[config.mk]
export PLATFORM = sky130hd
export DESIGN_NAME = light_mode_controller
export DESIGN_NICKNAME = d
export VERILOG_FILES = /design/src/rtl/light_pkg.sv /design/src/rtl/light_pwm.sv /design/src/rtl/light_mode_controller.sv
export SDC_FILE = /design/constraint.sdc
export NUM_CORES = 1
export LEC_CHECK = 0
export CORE_MARGIN = 2
export CORE_UTILIZATION = 55
export CTS_CLUSTER_SIZE = 16
export DETAILED_ROUTE_END_ITERATION = 12
export PLACE_DENSITY = 0.79
export SKIP_CTS_REPAIR_TIMING = 1
export SYNTH_ARGS = -nofsm -noshare
export SYNTH_HDL_FRONTEND = slang
export SYNTH_SLANG_ARGS = --single-unit
[constraint.sdc]
create_clock -name i_clk -period 5.2 [get_ports i_clk]
set_clock_uncertainty 0.15 [all_clocks]
set_input_delay 0.78 -clock i_clk [delete_from_list [all_inputs] [get_ports i_clk]]
set_output_delay 0.78 -clock i_clk [all_outputs]
set_load 0.05 [all_outputs]
[src/rtl/light_pkg.sv]
// Shared definitions for the lamp mode controller: mode encodings and the
// mode-to-indicator-LED mapping.
package light_pkg;

  typedef enum logic [1:0] {
    MODE_OFF  = 2'd0,
    MODE_LOW  = 2'd1,
    MODE_MID  = 2'd2,
    MODE_HIGH = 2'd3
  } light_mode_t;

  localparam logic [3:0] LED_OFF  = 4'b0001;
  localparam logic [3:0] LED_LOW  = 4'b0010;
  localparam logic [3:0] LED_MID  = 4'b0100;
  localparam logic [3:0] LED_HIGH = 4'b1000;

  function automatic logic [3:0] mode_to_led(input light_mode_t mode);
    logic [3:0] led;
    case (mode)
      MODE_OFF:  led = LED_OFF;
      MODE_LOW:  led = LED_LOW;
      MODE_MID:  led = LED_MID;
      default:   led = LED_HIGH;
    endcase
    return led;
  endfunction

endpackage

[src/rtl/light_pwm.sv]
// Free-running PWM generator. The duty is shadowed at counter 0 so a duty
// change only ever takes effect on a whole-period boundary.
module light_pwm #(
  parameter int PERIOD = 100,
  localparam int CW = (PERIOD <= 2) ? 1 : $clog2(PERIOD),
  localparam int DW = $clog2(PERIOD + 1)
) (
  input  logic          clk_i,
  input  logic          reset_i,
  input  logic [DW-1:0] duty_i,
  output logic          pwm_o
);

  logic [CW-1:0] cnt_q, cnt_d;
  logic [DW-1:0] duty_q, duty_eff;
  logic [DW-1:0] cnt_ext;
  logic          pwm_q, pwm_d;

  // At counter 0 the new duty is already used for the compare, so the
  // first cycle of a period belongs to the newly loaded duty.
  always_comb begin
    duty_eff = (cnt_q == '0) ? duty_i : duty_q;
    cnt_ext  = DW'(cnt_q);
    cnt_d    = (cnt_q == CW'(PERIOD - 1)) ? '0 : cnt_q + 1'b1;
    pwm_d    = (cnt_ext < duty_eff);
  end

  always_ff @(posedge clk_i or posedge reset_i) begin
    if (reset_i) begin
      cnt_q  <= '0;
      duty_q <= '0;
      pwm_q  <= 1'b0;
    end else begin
      cnt_q  <= cnt_d;
      duty_q <= duty_eff;
      pwm_q  <= pwm_d;
    end
  end

  assign pwm_o = pwm_q;

endmodule

[src/rtl/light_mode_controller.sv]
// Lamp brightness mode sequencer (OFF->LOW->MID->HIGH->OFF) driving a PWM lamp.
// Define LIGHT_AUTO_OFF_EN to build the idle auto-off timer.
//
// state     | meaning
// MODE_OFF  | lamp dark, idle timer held at 0
// MODE_LOW  | lamp at DUTY_LOW
// MODE_MID  | lamp at DUTY_MID
// MODE_HIGH | lamp at DUTY_HIGH
module light_mode_controller
  import light_pkg::*;
#(
  parameter int PWM_PERIOD      = 100,
  parameter int DUTY_LOW        = 25,
  parameter int DUTY_MID        = 50,
  parameter int DUTY_HIGH       = 100,
  parameter int AUTO_OFF_CYCLES = 1000
) (
  input  logic       i_clk,
  input  logic       i_reset,
  input  logic       i_btn_next,
  input  logic       i_btn_off,
  output logic       o_light,
  output logic [1:0] o_mode,
  output logic [3:0] o_mode_led,
  output logic       o_timeout
);

  localparam int DW = $clog2(PWM_PERIOD + 1);

  light_mode_t   mode_q, mode_d;
  logic [DW-1:0] duty_target;
  logic          timeout_w;

  always_ff @(posedge i_clk or posedge i_reset) begin
    if (i_reset) mode_q <= MODE_OFF;
    else         mode_q <= mode_d;
  end

  always_comb begin
    mode_d = mode_q;
    if (i_btn_off)       mode_d = MODE_OFF;
    else if (i_btn_next) mode_d = light_mode_t'(mode_q + 2'd1);
    else if (timeout_w)  mode_d = MODE_OFF;
  end

  always_comb begin
    o_mode     = mode_q;
    o_mode_led = mode_to_led(mode_q);
    case (mode_q)
      MODE_OFF:  duty_target = '0;
      MODE_LOW:  duty_target = DW'(DUTY_LOW);
      MODE_MID:  duty_target = DW'(DUTY_MID);
      default:   duty_target = DW'(DUTY_HIGH);
    endcase
  end

`ifdef LIGHT_AUTO_OFF_EN
  localparam int TW = (AUTO_OFF_CYCLES <= 2) ? 1 : $clog2(AUTO_OFF_CYCLES);

  logic [TW-1:0] idle_q, idle_d;
  logic          idle_tc;

  // Buttons beat the terminal count: they clear the timer and suppress the pulse.
  always_comb begin
    idle_tc   = (idle_q == TW'(AUTO_OFF_CYCLES - 1));
    timeout_w = idle_tc && (mode_q != MODE_OFF) && !i_btn_next && !i_btn_off;
    if (i_btn_next || i_btn_off || (mode_q == MODE_OFF) || idle_tc) idle_d = '0;
    else                                                             idle_d = idle_q + 1'b1;
  end

  always_ff @(posedge i_clk or posedge i_reset) begin
    if (i_reset) idle_q <= '0;
    else         idle_q <= idle_d;
  end
`else
  logic unused_auto_off;
  assign unused_auto_off = ^AUTO_OFF_CYCLES;
  assign timeout_w       = 1'b0;
`endif

  assign o_timeout = timeout_w;

  light_pwm #(
    .PERIOD(PWM_PERIOD)
  ) u_pwm (
    .clk_i   (i_clk),
    .reset_i (i_reset),
    .duty_i  (duty_target),
    .pwm_o   (o_light)
  );

endmodule

Yosys cells after proc, flatten, opt, wreduce, memory -nomap -nowiden

Cells that the tools add are included.

Input port bits: 4
Word-level logic and storage cells: 19
Output and inout bits: 8
Register bits: 17

Reductions and logical operators: 3
Add/subtract/negate cells: 2
Equal/unequal tests: 3
Mux-type cells: 6
Magnitude comparators: 1

Operators by type and width:

| kind                  | number |
|---|---|
| $pmux W7 S3           | 1 |
| $mux W7               | 2 |
| $pmux W4 S3           | 1 |
| $add A7 B1 Y7 const B | 1 |
| $eq A7 B7 Y1 const B  | 1 |
| $logic_not A7 Y1      | 1 |
| $lt A7 B7 Y1          | 1 |
| $mux W2               | 2 |
| $add A2 B1 Y2 const B | 1 |
| $eq A2 B1 Y1 const B  | 1 |
| $eq A2 B2 Y1 const B  | 1 |
| $logic_not A2 Y1      | 1 |
| $reduce_bool A2 Y1    | 1 |

Logic depth before layout (Yosys ltp)

Gate-level depths: netlist (run 1).

Word-level depth: 4
Gate-level depth with buffers: 10

Modules after synthesis

From an unflattened synthesis (run 1), not the netlist that was laid out.

Cells, all modules: 86
Area, all modules: 959.7 µm²

By module, submodules not included:

| module                | area an instance (µm²) | cells each | times used |
|---|---|---|---|
| light_pwm             | 782.0                  | 67         | 1 |
| light_mode_controller | 177.7                  | 19         | 1 |

Worst setup path after synthesis (run 1)

OpenSTA, ideal clock, no wires.

Path type: flip-flop to flip-flop
Start point: reg mode_q[0], in the netlist o_mode[0]
End point: reg u_pwm.pwm_q, in the netlist u_pwm.pwm_o
Clock period less this slack: 2638 ps
Required time: 4984 ps
Setup slack: 2562 ps
Arrival time: 2422 ps
Stages on the path, launching flop included: 9
Setup time: 66 ps
Path through: dfrtp_1 -> ha_1 -> nor2_1 -> o21a_1 -> ha_1 -> nand3_1 -> o221ai_1 -> a211oi_1 -> o31a_1

Longest elaborated chain between the ends: 4
Elaborated cells between the ends (all ways): 6
Those cells by class: order compare (1); eq/ne (2); mux (2); reduce/logical (1)

RTL lines:

| element                              | line                        | source |
|---|---|---|
| start: declaration                   | light_mode_controller.sv:30 | `light_mode_t mode_q, mode_d;` |
| start signal: assignment             | light_mode_controller.sv:36 | `else mode_q <= mode_d;` |
| $eq A2 B2 Y1 (tied with other cells) | light_mode_controller.sv:49 | `case (mode_q)` |
| $pmux W7 S3 (*)                      | light_mode_controller.sv:49 |  |
| $mux W7 (*)                          | light_pwm.sv:22             | `duty_eff = (cnt_q == '0) ? duty_i : duty_q;` |
| $lt A7 B7 Y1 (*)                     | light_pwm.sv:25             | `pwm_d = (cnt_ext < duty_eff);` |
| named net u_pwm.pwm_d                | light_pwm.sv:17             | `logic pwm_q, pwm_d;` |
| end signal: assignment               | light_pwm.sv:36             | `pwm_q <= pwm_d;` |
| end: declaration                     | light_pwm.sv:17             |  |

The timed path passes the listed nets; every way through them passes the cells marked *.
A chain may end at the register's enable or synchronous reset.

Final worst setup path (run 1)

Start point: reg mode_q[0], in the netlist o_mode[0]
End point: out o_mode_led[2]

Longest elaborated chain between the ends: 2
Elaborated cells between the ends (all ways): 4
Those cells by class: eq/ne (2); mux (1); reduce/logical (1)

RTL lines:

| element                              | line                        | source |
|---|---|---|
| $eq A2 B2 Y1 (tied with other cells) | light_pkg.sv:19             | `case (mode)` |
| $pmux W4 S3 (*)                      | light_pkg.sv:19             |  |
| end: declaration                     | light_mode_controller.sv:24 | `output logic [3:0] o_mode_led,` |

Mark *: on every way between the ends. The rest lies on a longest branch, timed or not.

==> reports/summary.txt, run 1 <==
number of flops mapped to enable cells by yosys - 0
htree depth - 1
Worst setup SP type - register
drt drc - 0
Vert. Die Dim - 45.5 um
run status - finished, final reports clean
vias per std cell - 5.38
Final Util - 69.7%
Final setup viols - 0
grt ovf - 0
Worst R2R Path Depth - 8
met3 global-route usage - 3.97%
fillers - 106
top cell type's share of synthesized area - 44.9%
FMAX - 357 MHz
CTS Sinks - 17
Post-synth top cells - dfrtp_1 (17), ha_1 (12), inv_1 (12), nor2_1 (8)
synth warn - 0
RSZ-0062 raised after global routing - false
Die W - 45.5 um
CTS root buffer - clkbuf_4
DR iter-0 viols - 13
Async SR Flop Fraction - 100%
final count of hold timing violations - 0
DR WL/cell - 13.8 um
vias in the first global route - 578
Seq cells post-synth - 17
power per cell area - 233 nW/um^2
prevailing post-synth register cell - dfrtp_1
number of port buffers - 10
worst-skew pair later-pin latency - 300 ps
gp weighted congestion - 0.768
Synth area leader - dfrtp_1
cell depth of the worst hold path - 1
I/O pin count - 12
post-route ant nets - 0
antenna violations before repair - 0
Clock Pin Slew Worst Setup and Hold Paths - 110 ps
post-route clock period utilization - 53.8%
slack of the critical path - 2400 ps
Synth Area per Inst - 10.8 sq um
Slew HR - 57.3%
Synth cell types - 24
layout cell share with drive strength beyond 1 - 7.92%
core area - 1560 sq um
Leakage - 0.563 nW
Reg area - 425 sq um
Routed WL - 1.62 mm
crit end category - output pin
min cycle time layout - 2800 ps
most numerous cell in the Yosys netlist - dfrtp_1
met2 GRT Util - 25.6%
Fin Setup TNS - 0 ps
pin count of the biggest net entering global routing - 18
Max Root-Sink Buffers - 2
Starting Density - 60.8%
Worst Path Required - 4270 ps
max-slew violations - 0
Hold Path Class - reg -> reg
max-cap viol count - 0
gr usage total - 18.1%
worst slack, placed - 2740 ps
DP HPWL - 1.22 mm
routing usage on met1 - 25.9%
CP Max Fanout - 5
Least-Margin Pin Slew - 640 ps
drt pass-1 iters - 4
GRT busiest layer - met1
Max VDD drop - 0.150 mV
global-route wire length before repair - 2.66 mm
Rows - 14
syn nets - 104
crit path DAT - 1870 ps
Area Overhead vs Synth - 14.8%
via count - 630
die area - 2070 sq um
CTS tree - yes
Inserted Clock Buffers - 3
top cells by area, synth - dfrtp_1 (45%), ha_1 (16%), mux2i_1 (6.3%)
Final #Nets - 118
Multi-input gate area - 469 sq um
sequential area share after synthesis - 44.9%
Gate Count Post-Synth - 88
synthesized area - 947 sq um
antenna cell count - 0
Crit Path Category - reg -> out
==> metal layers <==
metal	vias up	share of wire, %
met1	285	50
met3	7	3.2
met2	16	45
met4	0	2.5
li1	322	-
met5	-	0
==> through the flow <==
stage	area, sq um	total power [mW]	std cells	hold WS [ps]
global route	1090	0.266	117	357
floorplan	947	0.170	88	294
detailed placement	1060	0.183	113	324
CTS	1090	0.256	117	338
finish	1090	0.253	117	334
global placement	1060	0.182	113	311
==> worst max-delay path, stage by stage, from the launching register on <==
cell and delay [ps]:
dfrtp_1 450, inv_1 100, ha_1 200, clkdlybuf4s50_1 820
==> logic make-up after synthesis <==
group | count (synthesis) | share of synthesized area [%]
AOI/OAI and AO/OA | 11 | 7.13
other | 1 | 0.396
buffers and inverters | 13 | 5.55
muxes | 7 | 7.93
and+or+nand+nor | 23 | 14.5
xor gates and xnor gates | 4 | 3.70
DFF | 17 | 44.9
adders and majority gates | 12 | 15.9
==> report_power, final <==
group	leakage (nW)	internal, mW	switching, mW
clock	0.0177	0.0286	0.0449
sequential	0.218	0.135	0.00232
combinational	0.327	0.0145	0.0282
total	0.563	0.178	0.0754
==> worst paths after layout <==
| path | from | end | slack [ps] |
|---|---|---|---|
| worst max-delay path | o_mode[0]$_DFFE_PP0P_ | o_mode_led[2] | 2400 |
| worst min-delay path | u_pwm.cnt_ext[0]$_DFF_PP0_ | u_pwm.cnt_ext[0]$_DFF_PP0_ | 330 |
| worst max register to register | u_pwm.cnt_ext[2]$_DFF_PP0_ | u_pwm.pwm_o$_DFF_PP0_ | 2800 |
| worst min register to register | u_pwm.cnt_ext[0]$_DFF_PP0_ | u_pwm.cnt_ext[0]$_DFF_PP0_ | 330 |
| max in group asynchronous | i_reset | u_pwm.cnt_ext[0]$_DFF_PP0_ | 3770 |
| min in group asynchronous | i_reset | o_mode[0]$_DFFE_PP0P_ | 710 |
==> layout by cell type (no fill, tap or decap), drive strengths merged <==
cell type	synthesis	routed
dfrtp	17	17
inv	12	12
ha	12	12
clkdlybuf4s50	0	10
nor2	8	8
nand3	7	7
mux2i	6	6
a21oi	4	4
xnor2	4	4
o21ai	3	3
clkbuf	0	3
nand2	2	2
nor3	2	2
and4	2	2
mux2	1	1
or3	1	1
nor2b	1	1
o21a	1	1
o221ai	1	1
a211oi	1	1
o31a	1	1
conb	1	1
clkinv	0	1
==> sequential cells by signal, summed over array words and instances (netlist names) <==
signal	count
o_mode	2
u_pwm.cnt_ext	7
u_pwm.duty_q	7
u_pwm.pwm_o	1
==> cell type report <==
class	count	area share, %
inverter	12	4.14
tap	16	1.84
clock buffer	3	2.07
multi-input combinational	58	43.2
clock inverter	1	0.460
sequential	17	39.1
timing repair buffer	10	9.21
Note: power is estimated with default switching activity, not from simulation.
==> run 2: changes to the inputs <==
--- a/config.mk
+++ b/config.mk
@@ -6,10 +6,10 @@
 export NUM_CORES = 1
 export LEC_CHECK = 0
 export CORE_MARGIN = 2
-export CORE_UTILIZATION = 55
+export CORE_UTILIZATION = 53
 export CTS_CLUSTER_SIZE = 16
 export DETAILED_ROUTE_END_ITERATION = 12
-export PLACE_DENSITY = 0.79
+export PLACE_DENSITY = 0.77
 export SKIP_CTS_REPAIR_TIMING = 1
 export SYNTH_ARGS = -nofsm -noshare
 export SYNTH_HDL_FRONTEND = slang
==> constraint.sdc (replaced) <==
create_clock -name i_clk -period 2.7 [get_ports i_clk]
set_clock_uncertainty 0.15 [all_clocks]
set_input_delay 0.405 -clock i_clk [delete_from_list [all_inputs] [get_ports i_clk]]
set_output_delay 0.405 -clock i_clk [all_outputs]
set_load 0.05 [all_outputs]
==> run 2 against run 1 <==
  * Sequential share of layout area down 0.36 points
  * Setup slack worse by 2100 ps
  * Combinational power up 94%
  * Routed wire length up 2.6%
  * First-iteration DRC count down 54%
  * Largest cell class unchanged
==> reports/summary.txt, run 2 (synthesis gave the netlist of run 1 again) <==
post-route ant nets - 0
Starting Density - 55.5%
power per cell area - 441 nW/um^2
Die W - 46.3 um
grt ovf - 0
post-route clock period utilization - 89.7%
global-route wire length before repair - 2.71 mm
Slew HR - 57.2%
DR iter-0 viols - 6
commonest non-fill, non-tap cell in the layout - dfrtp_1
drt drc - 0
DP HPWL - 1.31 mm
Routed WL - 1.66 mm
Final #Nets - 118
Area Overhead vs Synth - 15.9%
min cycle time layout - 2420 ps
Worst Path Required - 2140 ps
Crit Path Category - reg -> out
CTS root buffer - clkbuf_4
worst-skew pair later-pin latency - 290 ps
crit end category - output pin
run status - finished, final reports clean
RSZ-0062 raised after global routing - false
Fin Setup TNS - 0 ps
CP Max Fanout - 5
DP Cell Count - 122
vias in the first global route - 621
vias per std cell - 5.02
FMAX - 413 MHz
CTS tree - yes
Clock Pin Slew Worst Setup and Hold Paths - 90 ps
Vert. Die Dim - 46.3 um
Leakage - 0.560 nW
core area - 1710 sq um
Inserted Clock Buffers - 3
Least-Margin Pin Slew - 641 ps
antenna cell count - 0
most frequent cells in the layout - dfrtp_1 (17), inv_1 (12), ha_1 (12)
Max Root-Sink Buffers - 2
gr usage total - 18.9%
Final setup viols - 0
drt pass-1 iters - 4
die area - 2140 sq um
layout cell share with drive strength beyond 1 - 6.93%
max-slew violations - 0
antenna violations before repair - 0
Non-Filler Instances - 126
Worst setup SP type - register
pin count of the biggest net entering global routing - 18
CTS Sinks - 17
gp weighted congestion - 0.798
crit path DAT - 1870 ps
max-cap viol count - 0
Rows - 15
number of port buffers - 10
Max VDD drop - 0.341 mV
via count - 633
Hold Path Class - in -> async
I/O pin count - 12
DR WL/cell - 13.2 um
final count of hold timing violations - 0
htree depth - 1
[run 2: cell count changes in the layout (fill, tap and decap cells not counted)]
cell      change
clkinv_2      -1
clkbuf_1      +1
[run 2: layer usage]
metal,vias up,GRT usage [%],share of wire [%]
met5,-,0,0
li1,324,-,-
met3,5,4.71,2.0
met2,6,31.1,51
met1,298,22.2,44
met4,0,10.3,2.5
[run 2: where the power goes]
part | leakage, nW | internal (mW) | switching [mW] | total, mW
combinational | 0.327 | 0.0283 | 0.0546 | 0.0829
clock | 0.0150 | 0.0576 | 0.0788 | 0.136
sequential | 0.218 | 0.259 | 0.00488 | 0.264
total | 0.560 | 0.345 | 0.138 | 0.484
[run 2: path summary, 6_finish.rpt]
check	slack, ps	cells after the start	endpoint	start
min in group i_clk	350	1	u_pwm.cnt_ext[0]$_DFF_PP0_	u_pwm.cnt_ext[0]$_DFF_PP0_
hold / removal	340	2	u_pwm.cnt_ext[3]$_DFF_PP0_	i_reset
setup / recovery	280	3	o_mode_led[2]	o_mode[0]$_DFFE_PP0P_
setup reg to reg	290	8	u_pwm.pwm_o$_DFF_PP0_	u_pwm.cnt_ext[3]$_DFF_PP0_
max in group asynchronous	1640	2	u_pwm.cnt_ext[2]$_DFF_PP0_	i_reset
hold reg to reg	350	1	u_pwm.cnt_ext[0]$_DFF_PP0_	u_pwm.cnt_ext[0]$_DFF_PP0_
[run 2: worst max-delay path: stages, from the launching register on]
cell and delay, ps:
dfrtp_1 450, inv_1 110, ha_1 200, clkdlybuf4s50_1 810
[run 2: stage by stage]
step / cell area, sq um / util, % / hold slack (ps) / power, mW / setup WS [ps]
CTS: 1100 / 64.2 / 356 / 0.488 / 270
global route: 1100 / 64.2 / 373 / 0.509 / 108
finish: 1100 / 64.2 / 342 / 0.484 / 279
detailed placement: 1070 / 62.7 / 334 / 0.353 / 312
floorplan: 947 / - / 181 / 0.328 / 61.7
global placement: 1070 / 62.7 / 314 / 0.352 / 380
[run 2: final cells by class]
class	count	area [sq um]
Fill cell	144	611
Multi-Input combinational cell	58	469
Sequential cell	17	425
Timing Repair Buffer	10	100
Inverter	12	45.0
Tap cell	25	31.3
Clock buffer	4	26.3
